File: src/rtl/code_entry_ctrl.sv
// Passcode entry FSM: collects debounced key pulses, checks against CODE on OK, enforces retry lockout.
// Latency: verdict registered one cycle after the ok edge; no backpressure, every input pulse is consumed or dropped.
module code_entry_ctrl #(
  parameter int                     CODE_LEN    = 4,
  parameter logic [2*CODE_LEN-1:0]  CODE        = 8'b01_10_11_01,
  parameter int                     MAX_FAIL    = 3,
  parameter int unsigned            LOCK_CYC    = 250_000_000,
  parameter int unsigned            TIMEOUT_CYC = 500_000_000
) (
  input  logic       clk,
  input  logic       rst_n,
  input  logic       key1_p,
  input  logic       key2_p,
  input  logic       key3_p,
  input  logic       ok_p,
  output logic [1:0] result,
  output logic       result_vld,
  output logic [3:0] digit_cnt,
  output logic       locked
);

  localparam int          W        = 2 * CODE_LEN;
  localparam int          FW       = $clog2(MAX_FAIL + 1);
  localparam logic [3:0]  LEN4     = 4'(CODE_LEN);
  localparam logic [FW:0] FAIL_LIM = (FW + 1)'(MAX_FAIL);
  localparam logic [31:0] TO_LAST  = 32'(TIMEOUT_CYC - 1);
  localparam logic [31:0] LK_LAST  = 32'(LOCK_CYC - 1);

  typedef enum logic [1:0] {S_IDLE, S_ENTRY, S_CHECK, S_LOCK} state_t;

  state_t         state_q, state_d;
  logic [W-1:0]   code_q, code_d;
  logic [3:0]     cnt_q, cnt_d;
  logic           ovf_q, ovf_d;
  logic [FW-1:0]  fail_q, fail_d;
  logic [31:0]    tmr_q, tmr_d;
  logic [1:0]     result_q, result_d;
  logic           vld_q, vld_d;
  logic           locked_q, locked_d;

  logic [1:0]     key_n;
  logic           multi, single;
  logic [1:0]     sym;
  logic [W-1:0]   shifted;
  logic [FW:0]    fail_inc;
  logic           match;

  always_comb begin
    key_n    = {1'b0, key1_p} + {1'b0, key2_p} + {1'b0, key3_p};
    multi    = key_n[1];
    single   = (key_n == 2'd1);
    sym      = key1_p ? 2'b01 : (key2_p ? 2'b10 : 2'b11);
    shifted  = (code_q << 2) | W'(sym);
    fail_inc = {1'b0, fail_q} + (FW + 1)'(1);
    match    = (cnt_q == LEN4) && !ovf_q && (code_q == CODE);
  end

  always_comb begin
    state_d  = state_q;
    code_d   = code_q;
    cnt_d    = cnt_q;
    ovf_d    = ovf_q;
    fail_d   = fail_q;
    tmr_d    = tmr_q;
    result_d = result_q;
    vld_d    = 1'b0;
    locked_d = locked_q;
    case (state_q)
      S_IDLE: begin
        if (multi) begin
          state_d  = S_ENTRY;
          cnt_d    = 4'd0;
          ovf_d    = 1'b1;
          result_d = 2'b00;
          tmr_d    = 32'd0;
        end else if (single) begin
          state_d  = S_ENTRY;
          code_d   = W'(sym);
          cnt_d    = 4'd1;
          ovf_d    = 1'b0;
          result_d = 2'b00;
          tmr_d    = 32'd0;
        end
      end
      S_ENTRY: begin
        // ok wins over any key in the same cycle; that key is dropped
        if (ok_p) begin
          state_d = S_CHECK;
          tmr_d   = 32'd0;
        end else if (multi || single) begin
          tmr_d = 32'd0;
          if (multi || cnt_q == LEN4) begin
            ovf_d = 1'b1;
          end else begin
            code_d = shifted;
            cnt_d  = cnt_q + 4'd1;
          end
        end else if (tmr_q == TO_LAST) begin
          state_d = S_IDLE;
          code_d  = '0;
          cnt_d   = 4'd0;
          ovf_d   = 1'b0;
          tmr_d   = 32'd0;
        end else begin
          tmr_d = tmr_q + 32'd1;
        end
      end
      S_CHECK: begin
        vld_d   = 1'b1;
        code_d  = '0;
        cnt_d   = 4'd0;
        ovf_d   = 1'b0;
        state_d = S_IDLE;
        if (match) begin
          result_d = 2'b01;
          fail_d   = '0;
        end else if (fail_inc < FAIL_LIM) begin
          result_d = 2'b10;
          fail_d   = fail_q + FW'(1);
        end else begin
          result_d = 2'b11;
          locked_d = 1'b1;
          tmr_d    = 32'd0;
          state_d  = S_LOCK;
        end
      end
      S_LOCK: begin
        // Exit on the edge after the timer reaches its last value: LOCK_CYC cycles total
        if (tmr_q == LK_LAST) begin
          state_d  = S_IDLE;
          result_d = 2'b00;
          locked_d = 1'b0;
          fail_d   = '0;
          tmr_d    = 32'd0;
        end else begin
          tmr_d = tmr_q + 32'd1;
        end
      end
      default: state_d = S_IDLE;
    endcase
  end

  always_ff @(posedge clk or negedge rst_n) begin
    if (!rst_n) begin
      state_q  <= S_IDLE;
      code_q   <= '0;
      cnt_q    <= 4'd0;
      ovf_q    <= 1'b0;
      fail_q   <= '0;
      tmr_q    <= 32'd0;
      result_q <= 2'b00;
      vld_q    <= 1'b0;
      locked_q <= 1'b0;
    end else begin
      state_q  <= state_d;
      code_q   <= code_d;
      cnt_q    <= cnt_d;
      ovf_q    <= ovf_d;
      fail_q   <= fail_d;
      tmr_q    <= tmr_d;
      result_q <= result_d;
      vld_q    <= vld_d;
      locked_q <= locked_d;
    end
  end

  assign result     = result_q;
  assign result_vld = vld_q;
  assign digit_cnt  = cnt_q;
  assign locked     = locked_q;

endmodule

File: config.mk
export PLATFORM = sky130hd
export DESIGN_NAME = code_entry_ctrl
export DESIGN_NICKNAME = d
export VERILOG_FILES = /design/src/rtl/code_entry_ctrl.sv
export SDC_FILE = /design/constraint.sdc
export NUM_CORES = 1
export LEC_CHECK = 0
export ABC_AREA = 1
export BUFFER_PORTS_ARGS = -buffer_cell sky130_fd_sc_hd__buf_2
export CORE_ASPECT_RATIO = 0.75
export CORE_MARGIN = 2
export CORE_UTILIZATION = 40
export DETAILED_ROUTE_END_ITERATION = 7
export GPL_TIMING_DRIVEN = 0
export PLACE_DENSITY = 0.65
export SYNTH_ARGS = -nofsm -noshare
export SYNTH_HDL_FRONTEND = slang
export SYNTH_SLANG_ARGS = --single-unit
File: constraint.sdc
create_clock -name clk -period 1.7 [get_ports clk]
set_input_delay 0.34 -clock clk [delete_from_list [all_inputs] [get_ports clk]]
set_output_delay 0.34 -clock clk [all_outputs]
set_load 0.02 [all_outputs]
==> flow_summary.yaml, run 1 <==
timing:
  finalWorstSetupSlack_ns: -0.190
  timing_worst_slew_pin_value_ns: 0.508
  min_period_over_period_pct: 111
  setup_viol: 49
  max_slew_margin_pct: 65.9
  fin_hold_ws_ns: -0.0140
  rsz0062_at_grt: "yes"
  skew_ns: 0.00645
  min_period_ns: 1.89
  slew_viol_final: 0
  hold_viol: 17
  fmax_mhz: 529
synthesis:
  synth_area_leader_cell: "dfrtp_1"
  yosys_warnings: 0
  ys_ff_latch: 53
  yosysTopAreaCellShare_pct: 37.2
  synth_area_sq_um: 3570
  yosys-top-cells-area: "dfrtp_1 37%, nand2_1 16%, nor2_1 9.8%"
  synth_cells: 513
  ys.flop_type: "dfrtp_1"
  synthArstFlopShare_pct: 100
  synth_nets: 530
  synth_edf_count: 0
  synth_cell_types: 35
  syn_avg_cell_area_sq_um: 6.95
  synth-seq-area-share_pct: 37.2
detailed_routing:
  drt-total-wl_microns: 9560
  wl_per_cell_microns: 14.2
  drcViolationCount: 1
  via_per_inst: 5.18
  vias: 3482
  drt_iter0_drc: 289
  firstDrtPassIters: 7
  postRouteAntennaNets: 0
layout:
  fin_cells: 672
  layout.nets: 580
  drive_above_1_share_pct: 28.5
  area_delta_synth_final_pct: 30.8
  seq_area_sq_um: 1330
  multiInputGateArea_sq_um: 2240
  final_cell_mix: "126 x nand2_1, 80 x nor2_1, 57 x inv_1"
  stdcell_area_sq_um: 4670
  n_fill_cell: 770
  insertedDiodeCount: 0
  final_common_cell: "nand2_1"
global_routing:
  grt_use_met3_pct: 3.82
  grt_use_met2_pct: 30.2
  grtUsageMet1_pct: 31.2
  track_usage_pct: 20.7
  grt_max_degree: 54
  overflow: 0
  grt_pass1_wl_microns: 16000
  antenna_found_initial: 0
  grt_busiest_layer: "met1"
  first_global_vias: 3288
hold_path:
  hold_class: "in -> async"
power_and_ir_drop:
  p_clk_share_pct: 18.9
  power.internal_mw: 3.72
  power.leakage_nw: 2.11
  total_power_mw: 6.44
  power.density_nw_per_um2: 1380
  ir_drop_uv: 881
  combinationalPowerShare_pct: 55.9
  switching_share_pct: 42.2
  p_seq_share_pct: 25.2
  p_sw_mw: 2.71
clocking:
  clock_path_buffers: 2
  worstSkewPairLatency_ns: 0.30
  clk_pin_slew_ns: 0.07
  cts_sinks: 53
  cts_tree: "built"
  hold_buffers: 0
  h-tree-depth: 2
  cts_root_buffer: "clkbuf_16"
  cts_buffers: 5
placed_design:
  place_area_sq_um: 3860
  dp.cells: 634
  place_congestion: 0.916
  place_ws_ns: -0.586
  dp_hpwl_microns: 6450
  portBuffers: 13
critical_path:
  critPathCaptureType: "flop"
  cp.required_ns: 1.88
  worst-setup-path-type: "reg -> reg"
  cp_data_arrival_time_ns: 2.07
  cp_max_fo: 5
  cp-start-kind: "flop"
outcome:
  status: "finished with violations"
  violations: "DRC, hold timing, setup timing"
floorplan:
  die_y_microns: 85.8
  die_area_sq_um: 9700
  initial_core_util_pct: 41.7
  rows: 29
  pin_count: 14
  core_sq_um: 8560
  die_width_microns: 113
job:
  maxCapViolCount: 0
==> cell type report <==
type | count | area share (%)
Multi-Input combinational cell | 384 | 47.9
Sequential cell | 53 | 28.5
Timing Repair Buffer | 46 | 9.54
Inverter | 68 | 5.84
Clock buffer | 6 | 2.98
Tap cell | 108 | 2.90
Buffer | 5 | 1.55
Clock inverter | 2 | 0.804
==> layer usage <==
layer	routed length, microns	vias to the layer above
li1	-	1700
met3	613	22
met2	4010	117
met1	4770	1643
met4	165	0
met5	0	-
==> logic make-up after synthesis <==
| logic type | Yosys count | synth area share, % |
|---|---|---|
| flip-flops | 53 | 37.2 |
| adder cells (fa/ha/maj) | 11 | 4.07 |
| AO/OA/AOI/OAI | 35 | 5.86 |
| AND/OR/NAND/NOR | 325 | 40.6 |
| XOR/XNOR | 13 | 3.19 |
| buffers and inverters | 76 | 9.08 |
==> power by group through the flow <==
stage          Clock, mW  Sequential [mW]  Combinational (mW)
3_5_place_dp           0             1.63                2.26
3_3_place_gp           0             1.63                2.22
4_1_cts             1.24             1.61                3.26
5_1_grt             1.29             1.65                3.86
2_1_floorplan          0             1.66                1.65
6_report            1.22             1.63                3.60
==> stage by stage <==
stage          util [%]  setup TNS (ns)
3_3_place_gp       45.1          -22.54
2_1_floorplan         -           -9.75
6_report           54.5           -6.35
3_5_place_dp       45.1          -23.69
5_1_grt            54.5          -11.08
4_1_cts            52.0           -4.23
==> critical path, cell delays in order (launching register included) <==
cell and delay (ns):
dfrtp_1 0.44, inv_1 0.13, ha_1 0.23, inv_1 0.13, nor2_4 0.06, inv_2 0.07
nand3_4 0.16, inv_6 0.13, nand3_4 0.12, buf_4 0.19, nand2_1 0.07, nor2_1 0.03
==> cell usage after synthesis (4+ instances only) <==
master / n
inv_2: 5
o21ai_2: 8
o21ai_1: 6
ha_1: 10
xnor2_1: 7
nand3_1: 28
o21ai_0: 13
nor3_1: 12
nand2_2: 6
nand2_1: 148
nor2_1: 93
dfrtp_1: 53
a21oi_1: 6
nor2_2: 11
inv_1: 61
nand4_1: 10
xor2_1: 6
buf_6: 4
==> worst paths after layout <==
check                                 from         end  slack, ns  cells after the start
max in group asynchronous            rst_n  state_q[0]       1.15                      2
worst max-delay path            state_q[1]   tmr_q[25]      -0.19                     11
worst min register to register   result[0]   result[0]       0.49                      2
worst max register to register  state_q[1]   tmr_q[25]      -0.19                     11
worst min-delay path                 rst_n   code_q[0]      -0.01                      1
min in group clk                    key1_p   code_q[1]       0.37                      4
==> registers in the layout (all words and copies together), names as in the netlist <==
signal      count
digit_cnt       4
ovf_q           1
result_vld      1
locked          1
tmr_q          32
result          2
state_q         2
fail_q          2
code_q          8
==> repair_timing <==
item	CTS	global route
setup endpoints to repair	51	52
pin swaps	15	20
cloned	4	0
resized for setup	60	40
setup buffers	20	9
hold endpoints to repair	0	0
No activity file was read; power rests on OpenSTA's default activity.
==> run 2, diff against run 1 <==
CORE_MARGIN = default   (was 2)
SKIP_CTS_REPAIR_TIMING = 1   (was default)
==> run 2 against run 1 <==
  * The run ends with DRC, setup timing left
  * Global-route usage decreased by 0.27 points
  * Combinational power decreased by 12%
  * Routed wire length decreased by 1.7%
  * Clock-buffer cell count increased by 1
  * Via count decreased by 4.1%
  * Clock skew increased by 0.0058 ns
  * Maximum frequency decreased by 0.31%
  * Critical path type is now in -> reg
==> flow_summary.yaml, run 2 (synthesis results as in run 1) <==
critical_path:
  max_stage_delay_ns: 0.55
  crit_path_frequent_cell: "nand2_1"
  critPathCaptureType: "flop"
  r2r_cells: 11
  cp_data_arrival_time_ns: 2.13
  critical-path-top-delay-family: "simple AND/OR/NAND/NOR gates"
  critPathBufInv: 4
  crit_chain: "buf_6 > fa_2 > or2_1 > buf_6 > nor2_4 > inv_2 > nand3_4 > buf_12 > nor2_4 > nand2_1 > nand2_1 > nand2_1 > nor2_1"
  cp.required_ns: 1.94
  cp-start-kind: "input port"
  cp_slowest_cell: "fa_2"
  worst-setup-path-type: "in -> reg"
  rrSetupSlack_ns: -0.17
  cp_max_fo: 6
  crit_cells: 13
power_and_ir_drop:
  power.density_nw_per_um2: 1320
  power.leakage_nw: 2.03
  p_clk_share_pct: 20.2
  p_seq_share_pct: 27.1
  p_sw_mw: 2.53
  power.internal_mw: 3.50
  combinationalPowerShare_pct: 52.7
  ir_drop_uv: 581
  switching_share_pct: 42.0
layout:
  area_delta_synth_final_pct: 28.3
  largest-register: "tmr_q"
  final_cell_mix: "129 x nand2_1, 75 x nor2_1, 55 x inv_1"
  n_fill_cell: 786
  layout.nets: 574
  fin_util_pct: 53.5
  largest_register_ffs: 32
  final_common_cell: "nand2_1"
  insertedDiodeCount: 0
  drive_above_1_share_pct: 28.7
timing:
  hold_viol: 0
  rsz0062_at_grt: "yes"
  min_period_ns: 1.90
  setup_viol: 48
  fmax_mhz: 527
  max_slew_margin_pct: 52.6
  timing_worst_slew_pin_value_ns: 0.711
  slew_viol_final: 0
  finalWorstSetupSlack_ns: -0.196
  fin_setup_tns_ns: -6.21
  min_period_over_period_pct: 112
  skew_ns: 0.0122
clocking:
  cts_sinks: 53
  cts_buffers: 5
  cts_tree: "built"
  clock_path_buffers: 2
  cts_root_buffer: "clkbuf_16"
  worstSkewPairLatency_ns: 0.30
  h-tree-depth: 2
  clk_pin_slew_ns: 0.07
global_routing:
  grt_max_degree: 54
  grt_pass1_wl_microns: 15200
  overflow: 0
  first_global_vias: 3085
  track_usage_pct: 20.4
  antenna_found_initial: 0
outcome:
  status: "finished with violations"
  violations: "DRC, setup timing"
detailed_routing:
  postRouteAntennaNets: 0
  firstDrtPassIters: 6
  drt_iter0_drc: 192
  vias: 3339
  drcViolationCount: 2
  wl_per_cell_microns: 14.1
  via_per_inst: 5.01
  drt-total-wl_microns: 9400
placed_design:
  place_congestion: 0.872
  dp_hpwl_microns: 6480
  portBuffers: 13
floorplan:
  pin_count: 14
  core_sq_um: 8560
  die_width_microns: 111
  die_area_sq_um: 9300
  initial_core_util_pct: 41.7
  rows: 29
  die_y_microns: 83.8
hold_path:
  hold_class: "in -> async"
job:
  maxCapViolCount: 0
==> run 2: changes by cell type in the layout (fill, tap and decap cells not counted), moves of 4 or more <==
cell,delta
nand2_4,-5
nor2_1,-5
nor2_2,+9
nor2_4,-4
==> run 2: metal layers <==
metal	vias to the layer above	GRT usage, %	wire [microns]
met1	1579	31.8	5030
met3	11	3.49	303
met4	0	4.55	102
li1	1702	-	-
met5	-	0	0
met2	47	29.0	3960
==> run 2: layout make-up <==
type	count	area [sq um]	share of cell area (%)
Tap cell	108	135	2.95
Clock inverter	1	30.0	0.656
Sequential cell	53	1330	29.0
Buffer	7	98.8	2.16
Timing Repair Buffer	38	335	7.32
Clock buffer	7	143	3.12
Inverter	68	270	5.90
Multi-Input combinational cell	384	2240	48.9
==> run 2: through the flow <==
stage          worst slack (ns)  instances  hold WS, ns  power [mW]  cell area [sq um]
3_3_place_gp             -0.556        634        0.465        3.84               3860
5_1_grt                  -0.301        666        0.155        6.43               4580
4_1_cts                  -0.394        642        0.368        5.11               4030
3_5_place_dp             -0.571        634        0.475        3.89               3860
6_report                 -0.196        666       0.0831        6.04               4580
2_1_floorplan            -0.287        513       0.0444        3.31               3660
==> run 2: worst paths after layout <==
kind / start / endpoint
max: key3_p / tmr_q[25]
min: rst_n / tmr_q[22]
max reg2reg: digit_cnt[0] / tmr_q[12]
min reg2reg: result[0] / result[0]
max in group asynchronous: rst_n / state_q[0]
min in group clk: key2_p / code_q[0]
==> run 2: power by group through the flow <==
stage	logic (mW)	clock network [mW]	registers [mW]
floorplan	1.65	0	1.66
global placement	2.21	0	1.62
detailed placement	2.26	0	1.63
CTS	2.27	1.24	1.61
global route	3.48	1.29	1.66
finish	3.18	1.22	1.63
